### config.mk
export PLATFORM = sky130hd
export DESIGN_NAME = sim_ctrl
export DESIGN_NICKNAME = d
export VERILOG_FILES = /design/src/rtl/sim_ctrl_pkg.sv /design/src/rtl/sim_ctrl_fifo.sv /design/src/rtl/sim_ctrl.sv
export SDC_FILE = /design/constraint.sdc
export NUM_CORES = 1
export LEC_CHECK = 0
export CORE_UTILIZATION = 30
export CTS_BUF_LIST = sky130_fd_sc_hd__clkbuf_8
export CTS_CLUSTER_SIZE = 10
export DETAILED_ROUTE_END_ITERATION = 12
export GPL_TIMING_DRIVEN = 0
export PLACE_DENSITY = 0.57
export SYNTH_ARGS = -nofsm -noshare
export SYNTH_HDL_FRONTEND = slang
export SYNTH_HIERARCHICAL = 1
export SYNTH_SLANG_ARGS = --single-unit
### constraint.sdc
create_clock -name clk -period 8.3 [get_ports clk]
set_input_delay 2.49 -clock clk [delete_from_list [all_inputs] [get_ports clk]]
set_output_delay 2.49 -clock clk [all_outputs]
set_load 0.03 [all_outputs]
### src/rtl/sim_ctrl_pkg.sv
// rtl/sim_ctrl_pkg.sv - register map, status bit positions and FSM states for sim_ctrl
package sim_ctrl_pkg;

  localparam logic [2:0] OFF_CTRL     = 3'd0;
  localparam logic [2:0] OFF_CONSOLE  = 3'd1;
  localparam logic [2:0] OFF_CYCLE_LO = 3'd2;
  localparam logic [2:0] OFF_CYCLE_HI = 3'd3;
  localparam logic [2:0] OFF_WDOG     = 3'd4;

  localparam int CTRL_DONE_BIT = 0;
  localparam int CTRL_PASS_BIT = 1;

  localparam int STAT_DONE    = 0;
  localparam int STAT_PASS    = 1;
  localparam int STAT_FAIL    = 2;
  localparam int STAT_TIMEOUT = 3;

  typedef enum logic [1:0] {
    RUN,
    DONE,
    TIMEOUT
  } state_t;

endpackage

### src/rtl/sim_ctrl_fifo.sv
// rtl/sim_ctrl_fifo.sv - synchronous FIFO with wrap-bit pointers
module sim_ctrl_fifo #(
  parameter int WIDTH = 8,
  parameter int DEPTH = 8
) (
  input  logic                     clk,
  input  logic                     rst,
  input  logic                     push,
  input  logic                     pop,
  input  logic [WIDTH-1:0]         din,
  output logic [WIDTH-1:0]         dout,
  output logic                     full,
  output logic                     empty,
  output logic [$clog2(DEPTH):0]   count
);

  localparam int AW = $clog2(DEPTH);
  localparam logic [AW:0] PTR_ONE = (AW+1)'(1);

  logic [WIDTH-1:0] mem [DEPTH];
  logic [AW:0]      wr_ptr;
  logic [AW:0]      rd_ptr;
  logic             do_push;
  logic             do_pop;

  // Same index with differing wrap bits means the write side lapped the read side.
  assign full    = (wr_ptr[AW] != rd_ptr[AW]) && (wr_ptr[AW-1:0] == rd_ptr[AW-1:0]);
  assign empty   = (wr_ptr == rd_ptr);
  assign count   = wr_ptr - rd_ptr;
  assign do_push = push && !full;
  assign do_pop  = pop && !empty;
  assign dout    = mem[rd_ptr[AW-1:0]];

  always_ff @(posedge clk) begin
    if (do_push) begin
      mem[wr_ptr[AW-1:0]] <= din;
    end
  end

  always_ff @(posedge clk) begin
    if (rst) begin
      wr_ptr <= '0;
      rd_ptr <= '0;
    end else begin
      if (do_push) wr_ptr <= wr_ptr + PTR_ONE;
      if (do_pop)  rd_ptr <= rd_ptr + PTR_ONE;
    end
  end

endmodule

### src/rtl/sim_ctrl.sv
// rtl/sim_ctrl.sv - memory-mapped simulation control: status, console, cycle counter, watchdog
module sim_ctrl
  import sim_ctrl_pkg::*;
#(
  parameter int          ADDR_W     = 5,
  parameter int          FIFO_DEPTH = 8,
  parameter logic [31:0] WDOG_INIT  = 32'd5000
) (
  input  logic              clk,
  input  logic              rst,
  input  logic              bus_req_i,
  input  logic              bus_we_i,
  input  logic [ADDR_W-1:0] bus_addr_i,
  input  logic [31:0]       bus_wdata_i,
  output logic              bus_gnt_o,
  output logic              bus_rvalid_o,
  output logic [31:0]       bus_rdata_o,
  output logic              tx_valid_o,
  output logic [7:0]        tx_data_o,
  input  logic              tx_ready_i,
  output logic              done_o,
  output logic              pass_o,
  output logic              fail_o,
  output logic              timeout_o
);

  localparam int CW = $clog2(FIFO_DEPTH) + 1;

  state_t          state;
  logic [2:0]      off;
  logic            unused_addr;
  logic            console_wr_req;
  logic            wr_acc;
  logic            rd_acc;
  logic            ctrl_wr;
  logic            wdog_wr;
  logic [63:0]     cycle;
  logic [31:0]     shadow;
  logic [31:0]     reload;
  logic [31:0]     live;
  logic [31:0]     rd_mux;
  logic [7:0]      fifo_dout;
  logic            fifo_full;
  logic            fifo_empty;
  logic [CW-1:0]   fifo_count;

  assign off         = bus_addr_i[4:2];
  assign unused_addr = ^bus_addr_i;

  // Only a console write into a full FIFO stalls; gnt never looks at tx_ready_i.
  assign console_wr_req = bus_req_i && bus_we_i && (off == OFF_CONSOLE);
  assign bus_gnt_o      = bus_req_i && !(console_wr_req && fifo_full);
  assign wr_acc         = bus_req_i && bus_gnt_o && bus_we_i;
  assign rd_acc         = bus_req_i && bus_gnt_o && !bus_we_i;
  assign ctrl_wr        = wr_acc && (off == OFF_CTRL);
  assign wdog_wr        = wr_acc && (off == OFF_WDOG);

  assign tx_valid_o = !fifo_empty;
  assign tx_data_o  = fifo_empty ? 8'd0 : fifo_dout;

  sim_ctrl_fifo #(
    .WIDTH (8),
    .DEPTH (FIFO_DEPTH)
  ) u_fifo (
    .clk   (clk),
    .rst   (rst),
    .push  (wr_acc && (off == OFF_CONSOLE)),
    .pop   (tx_valid_o && tx_ready_i),
    .din   (bus_wdata_i[7:0]),
    .dout  (fifo_dout),
    .full  (fifo_full),
    .empty (fifo_empty),
    .count (fifo_count)
  );

  always_comb begin
    rd_mux = '0;
    case (off)
      OFF_CTRL: begin
        rd_mux[STAT_DONE]    = done_o;
        rd_mux[STAT_PASS]    = pass_o;
        rd_mux[STAT_FAIL]    = fail_o;
        rd_mux[STAT_TIMEOUT] = timeout_o;
      end
      OFF_CONSOLE:  rd_mux = 32'(fifo_count);
      OFF_CYCLE_LO: rd_mux = cycle[31:0];
      OFF_CYCLE_HI: rd_mux = shadow;
      OFF_WDOG:     rd_mux = live;
      default:      rd_mux = '0;
    endcase
  end

  always_ff @(posedge clk) begin
    if (rst) begin
      state        <= RUN;
      done_o       <= 1'b0;
      pass_o       <= 1'b0;
      fail_o       <= 1'b0;
      timeout_o    <= 1'b0;
      bus_rvalid_o <= 1'b0;
      bus_rdata_o  <= '0;
      cycle        <= '0;
      shadow       <= '0;
      reload       <= WDOG_INIT;
      live         <= WDOG_INIT;
    end else begin
      cycle        <= cycle + 64'd1;
      bus_rvalid_o <= rd_acc;
      bus_rdata_o  <= rd_acc ? rd_mux : '0;
      // Latching the high word on the low read keeps a two-read sample coherent.
      if (rd_acc && (off == OFF_CYCLE_LO)) shadow <= cycle[63:32];
      case (state)
        RUN: begin
          if (ctrl_wr && bus_wdata_i[CTRL_DONE_BIT]) begin
            state  <= DONE;
            done_o <= 1'b1;
            pass_o <= bus_wdata_i[CTRL_PASS_BIT];
            fail_o <= !bus_wdata_i[CTRL_PASS_BIT];
          end else if (wdog_wr) begin
            reload <= bus_wdata_i;
            live   <= bus_wdata_i;
          end else if ((reload != 32'd0) && (live != 32'd0)) begin
            live <= live - 32'd1;
            if (live == 32'd1) begin
              state     <= TIMEOUT;
              timeout_o <= 1'b1;
            end
          end
        end
        default: ;
      endcase
    end
  end

endmodule
## Word level (Yosys, flattened, before mapping)

Memory sizes are Yosys's and may differ from the RTL's. A register that Yosys moved wholly into a read port is not among the register bits.
Index checks and enable logic that the tools add are counted.

- Word-level logic and storage cells: 79
- ROM bits: 0
- Memories kept: 1
- Register bits: 207
- Bits in latches: 0
- Memory bits (writable): 64
- Input port bits: 42
- Output and inout port bits: 47

Memory list:

| name | words | width | rd ports | clocked after memory_dff | wr ports | line | RTL |
|---|---|---|---|---|---|---|---|
| u_fifo.mem | 8 | 8 | 1 | 1 | 1 | sim_ctrl_fifo.sv:20 | `logic [WIDTH-1:0] mem [DEPTH];` |

- Bitwise operators: 3
- Magnitude comparators: 0
- Div/mod/pow operators: 0
- Reductions and logical operators: 35
- Equality and inequality tests: 9
- Multiply operators: 0
- Shift operators: 0
- Add/sub/neg operators: 5
- Multiplexer cells: 13

Operators with widths:

| cell | number |
|---|---|
| $pmux 28 s3 | 1 |
| $add 64x1->64 const B | 1 |
| $mux 32 | 2 |
| $reduce_bool 32->1 | 2 |
| $eq 32x1->1 const B | 1 |
| $sub 32x1->32 const B | 1 |
| $pmux 4 s5 | 1 |
| $logic_and 1x1->1 | 17 |
| $add 4x1->4 const B | 2 |
| $mux 2 | 4 |
| $mux 8 | 1 |
| $eq 3x2->1 const B | 2 |
| $mux 3 | 2 |
| $reduce_and 3->1 | 2 |
| $reduce_bool 2->1 | 3 |
| $logic_not 1->1 | 5 |
| $reduce_and 5->1 | 1 |
| $eq 4x4->1 | 1 |
| $reduce_and 4->1 | 1 |
| $sub 4x4->4 | 1 |
| $eq 3x1->1 const B | 1 |
| $eq 3x3->1 | 1 |
| $eq 3x3->1 const B | 1 |
| $logic_not 3->1 | 1 |
| 7 further kinds | 10 |

## Logic depth before layout (Yosys ltp)

- Word-level depth: 11
- Gate-level depth with buffers: 10
- Depth with buffers taken out: 9

## By module

The synthesis kept the hierarchy.

By module, submodules not included:

| module | cells an instance | area each (um^2) | times used | seq. area each (um^2) |
|---|---|---|---|---|
| sim_ctrl | 1152 | 9156.3 | 1 | 3983.8 |
| sim_ctrl_fifo | 166 | 3090.5 | 1 | 2142.1 |

## Worst setup path before layout

Ideal clock, no wire load.

- Kind: input-to-output
- From: input port bus_addr_i[3]
- To: output port bus_gnt_o
- Arrival time: 3289 ps
- Cell stages on the path: 3
- Path slack: 2521 ps
- Buffers on the path: 2
- Data required time: 5810 ps
- Cell sequence: buf_2 -> clkbuf_1 -> o31a_1

- Longest elaborated chain between the ends: 5

Ends and longest elaborated chain:

| element | line | RTL |
|---|---|---|
| start, declared | sim_ctrl.sv:13 | `input logic [ADDR_W-1:0] bus_addr_i,` |
| $eq 3x1->1 | sim_ctrl.sv:51 | `assign console_wr_req = bus_req_i && bus_we_i && (off == OFF_CONSOLE);` |
| $logic_and 1x1->1 | sim_ctrl.sv:51 |  |
| $logic_and 1x1->1 | sim_ctrl.sv:52 | `assign bus_gnt_o = bus_req_i && !(console_wr_req && fifo_full);` |
| $logic_not 1->1 | sim_ctrl.sv:52 |  |
| $logic_and 1x1->1 | sim_ctrl.sv:52 |  |
| end, declared | sim_ctrl.sv:15 | `output logic bus_gnt_o,` |

No other way between the ends.

## Worst setup path in the final report

- From: input port bus_addr_i[4]
- To: output port bus_gnt_o

Same word-level chain as after synthesis.

==> flow_results.org <==
** Run status
- Result of the run :: finished clean

** Logic synthesis
- Number of synthesized register bits :: approximately 270
- Instance count of the mapped netlist :: approximately 1,300
- Counting flops with a built-in enable in the synthesized netlist gives 64.
- Synth top area cells :: dfxtp_1 (34%), edfxtp_1 (16%), nand2_1 (5.8%)
- Leading register cell type out of synthesis :: dfxtp_1
- Simple-gate area share of the yosys netlist :: ~23%
- Largest area contributor in the synthesized netlist :: dfxtp_1
- For this run, the number of Yosys warnings is 6.
- Of the total synthesized cell area, the portion taken by full adders, half adders and majority gates is less than 1%.
- Combined area of all synthesized cells :: between 0.01 and 0.015 sq mm
- Xor and xnor area share after synthesis :: between 4 and 5%
- The synthesized netlist devotes ~11% of its cell area to compound gates.
- Count leader, synth :: dfxtp_1
- Async SR Flop Fraction :: 0%
- Sequential cells were found to cover 50.0% of the synthesized design area.
- Combinational family with the most area after synthesis :: simple AND/OR/NAND/NOR gates
- Net Count, Synth :: approximately 1,400
- Portion of synthesized cell area occupied by the leading cell type :: approximately 34%
- A synthesized cell averages a little over 9 sq um.
- Synth cell count leaders :: dfxtp_1 (210), nand2_1 (188), nor2_1 (178)
- Counting distinct cell types in the post-synthesis netlist gives 66.
- Multiplexer cells account for 7.20% of the synthesized area.

** Setup path
- Data on the critical path arrives at its endpoint at roughly 4.6 ns.
- Critical-path top delay cell :: clkdlybuf4s50_1
- Critical path type :: in2out
- Data on the critical path is required at its endpoint by 5.81 ns.
- The cell that appears most often on the critical path is clkdlybuf4s50_1.
- CP delay by family, top :: buffers and inverters
- Delay contributed by the slowest stage of the critical path :: roughly 0.68 ns
- Counting both buffers and inverters, the worst setup path holds a total of 3.
- Of all nets on the critical path, the largest fanout is 10.
- The worst setup path is launched from an input pin.
- The critical path goes through clkdlybuf4s50_1 > clkbuf_1 > nand2b_1 > o31a_1 > clkdlybuf4s50_1.
- Capturing element type of the critical path :: output pin

** Detailed routing
- Number of detailed-routing iterations run before antenna repair :: 5
- Across all layers, the routed design uses ~10,000 vias.
- After detailed routing, the number of remaining DRC violations is 0.
- Wires add up to between 30,000 and 40,000 um.
- DR WL/cell :: 18.0 um
- Via-per-instance ratio :: 5.05
- The first routing iteration left between 900 and 1,000 violations.
- The count of nets left with antenna violations once routing finished came out at 0.

** Clock network
- Post-CTS repair changed the size of 0 cells.
- Clock tree buffer depth :: 3
- CTS clk-pin slew, worst paths :: 0.06 ns
- After clock tree synthesis, the flow added hold-fix buffers numbering 0.
- Num Clock Sinks :: around 270
- In this run the clock root is driven by a clkbuf_8.
- Number of buffers inserted during clock tree synthesis :: 47
- Later-pin clock latency in the skew report :: 0.60 ns
- TritonCTS clock tree :: done
- # H-tree levels :: 2
- After clock tree synthesis, the setup repair step added 0 buffers.

** Global routing
- For this run the aggregate overflow at the end of global routing stands at 0.
- Global-route wire length before repair :: roughly 56,000 um
- Vias in the first global route :: 9,882
- Initial antenna violation count :: 0
- For this run, the total global-route usage over all layers was measured as between 10% and 20%.
- Maximum number of pins on one net before global-route repair :: 13

** Final layout
- Multi-input gate area :: ~0.0057 sq mm
- Fillers :: ~4,000
- At the end of the flow, the number of nets in the layout was roughly 1,500.
- The finished cells cover 0.0147 sq mm.
- Share of layout cells above drive strength 1 :: between 7 and 8%
- Sequential cell area :: 0.00613 sq mm
- The number of antenna diodes in the final layout is 0.
- Area Growth Syn to Fin :: 19.9%

** Timing
- The tightest hold path in the finished design has a slack of 0.455 ns.
- Finish-stage setup viols :: 0
- Dividing the final minimum period by the clock period gives between 80% and 90%.
- RSZ-0062 raised after global routing :: no
- Post-route worst setup slack :: about 1.2 ns
- Slew Limit Fails :: 0
- Tightest slew margin relative to the limit :: 24.2%
- The routed design could run at a clock period as short as about 7.1 ns.
- The hold violation total from the final report is 0.
- At the pin with the least slew margin, the transition time is approximately 1.1 ns.
- Static timing analysis puts the maximum clock frequency at 141 MHz.
- Sum of negative setup slack :: 0 ns
- Setup clock skew after layout :: a little over 0.03 ns

** Pwr
- The analysis attributes to cell leakage a power of roughly 0.005 uW.
- The worst-case IR drop observed on VDD is a little under 90 uV.
- The design draws between 2000 and 3000 uW.
- For this design the ratio of total power to cell area is 185 mW/mm^2.

** Worst hold path
- Path class of the lowest-slack min-delay path :: reg2reg

** Floorplanning
- In this run the vertical extent of the chip is around 200 um.
- Core Region :: about 0.04 sq mm
- Die area :: 0.0416 sq mm
- The initial utilization of the core area, before any placement, comes to between 30% and 40%.
- Top-level I/O count :: just under 90
- Row generation in the floorplan step produced between 70 and 80 rows.
- From left edge to right edge, the die measures about 200 um.

** Placed design
- Port bufs :: 85
- Prior to clock tree synthesis, the placed netlist has a worst setup slack of ~1.2 ns.
- Routability-driven placement finished with a final weighted congestion of between 0.8 and 0.9.
- Detailed placement finished with a half-perimeter wire length of between 20,000 and 30,000 um.
- After detailed placement, the total cell area comes to 0.0138 sq mm.

** Job
- Max-cap violations in this run came to 0.
## per-stage QoR
step | instances | util, %
6_report | 2015 | 36.7
3_3_place_gp | 1928 | 34.4
5_1_grt | 2015 | 36.7
3_5_place_dp | 1931 | 34.5
2_1_floorplan | 1318 | -
4_1_cts | 2015 | 36.7
## registers in the layout (all words and copies together), names as in the netlist, named ones only
signal         flops
bus_rdata_o       32
bus_rvalid_o       1
cycle             64
done_o             1
fail_o             1
live              32
pass_o             1
reload            32
shadow            32
state              2
timeout_o          1
u_fifo/mem        64
u_fifo/rd_ptr      4
u_fifo/wr_ptr      4
## report_power, final
group / internal, uW / switching, uW
clock network: 602 / 559
registers: 1380 / 17.8
logic: 57.8 / 99.8
## kinds of logic (layout without fill, tap and decap cells)
family,Yosys count,in the layout
fa+ha+maj,9,9
compound gates,229,229
flops,274,274
xor+xnor,66,66
simple gates,581,581
buf+inv,98,270
mux,61,61
## worst min-delay path: cells and delay by family, from the launching register on
family	cells	cell delay (ns)
simple gates	1	0.05
flops	1	0.31
compound gates	1	0.05
## final cells by class
class / instances / share of cell area [%]
well taps: 525 / 4.47
inverters: 17 / 0.435
clock buffers: 55 / 5.15
multi-input cells: 946 / 39.0
flip-flops and latches: 274 / 41.7
plain buffers: 81 / 2.39
clock inverters: 29 / 0.878
repair buffers: 88 / 5.95
## final timing paths
kind                                       start          endpoint  slack, ns  cells after the start
worst max-delay path               bus_addr_i[4]         bus_gnt_o       1.22                      5
worst min-delay path                   reload[0]         reload[0]       0.46                      2
worst max register to register  u_fifo/wr_ptr[0]  u_fifo/mem[5][4]       4.73                      7
worst min register to register         reload[0]         reload[0]       0.46                      2
## layout by cell type (no fill, tap or decap), types with 8 or more instances in the layout
cell type,n
dfxtp_1,210
nand2_1,188
nor2_1,178
a21oi_1,135
clkdlybuf4s50_1,85
clkbuf_1,64
edfxtp_1,64
clkbuf_8,55
nand3_1,51
xor2_1,47
mux2i_1,33
inv_1,30
o21ai_0,26
nand4_1,26
nor3_1,24
and3_1,22
xnor2_1,19
nor4_1,16
mux4_1,15
nor2b_1,14
o32ai_1,14
or3_1,12
mux2_2,12
and2_1,10
buf_2,8
and4_1,8
ha_1,8
## per-layer routing
metal | global-route usage (%) | vias to the layer above | wire length, um
met5 | 0 | - | 0
met4 | 5.68 | 0 | 885
met3 | 3.30 | 70 | 1880
met2 | 28.5 | 296 | 17000
met1 | 22.7 | 4863 | 16600
li1 | - | 4945 | -
No activity file was read; power rests on OpenSTA's default activity.
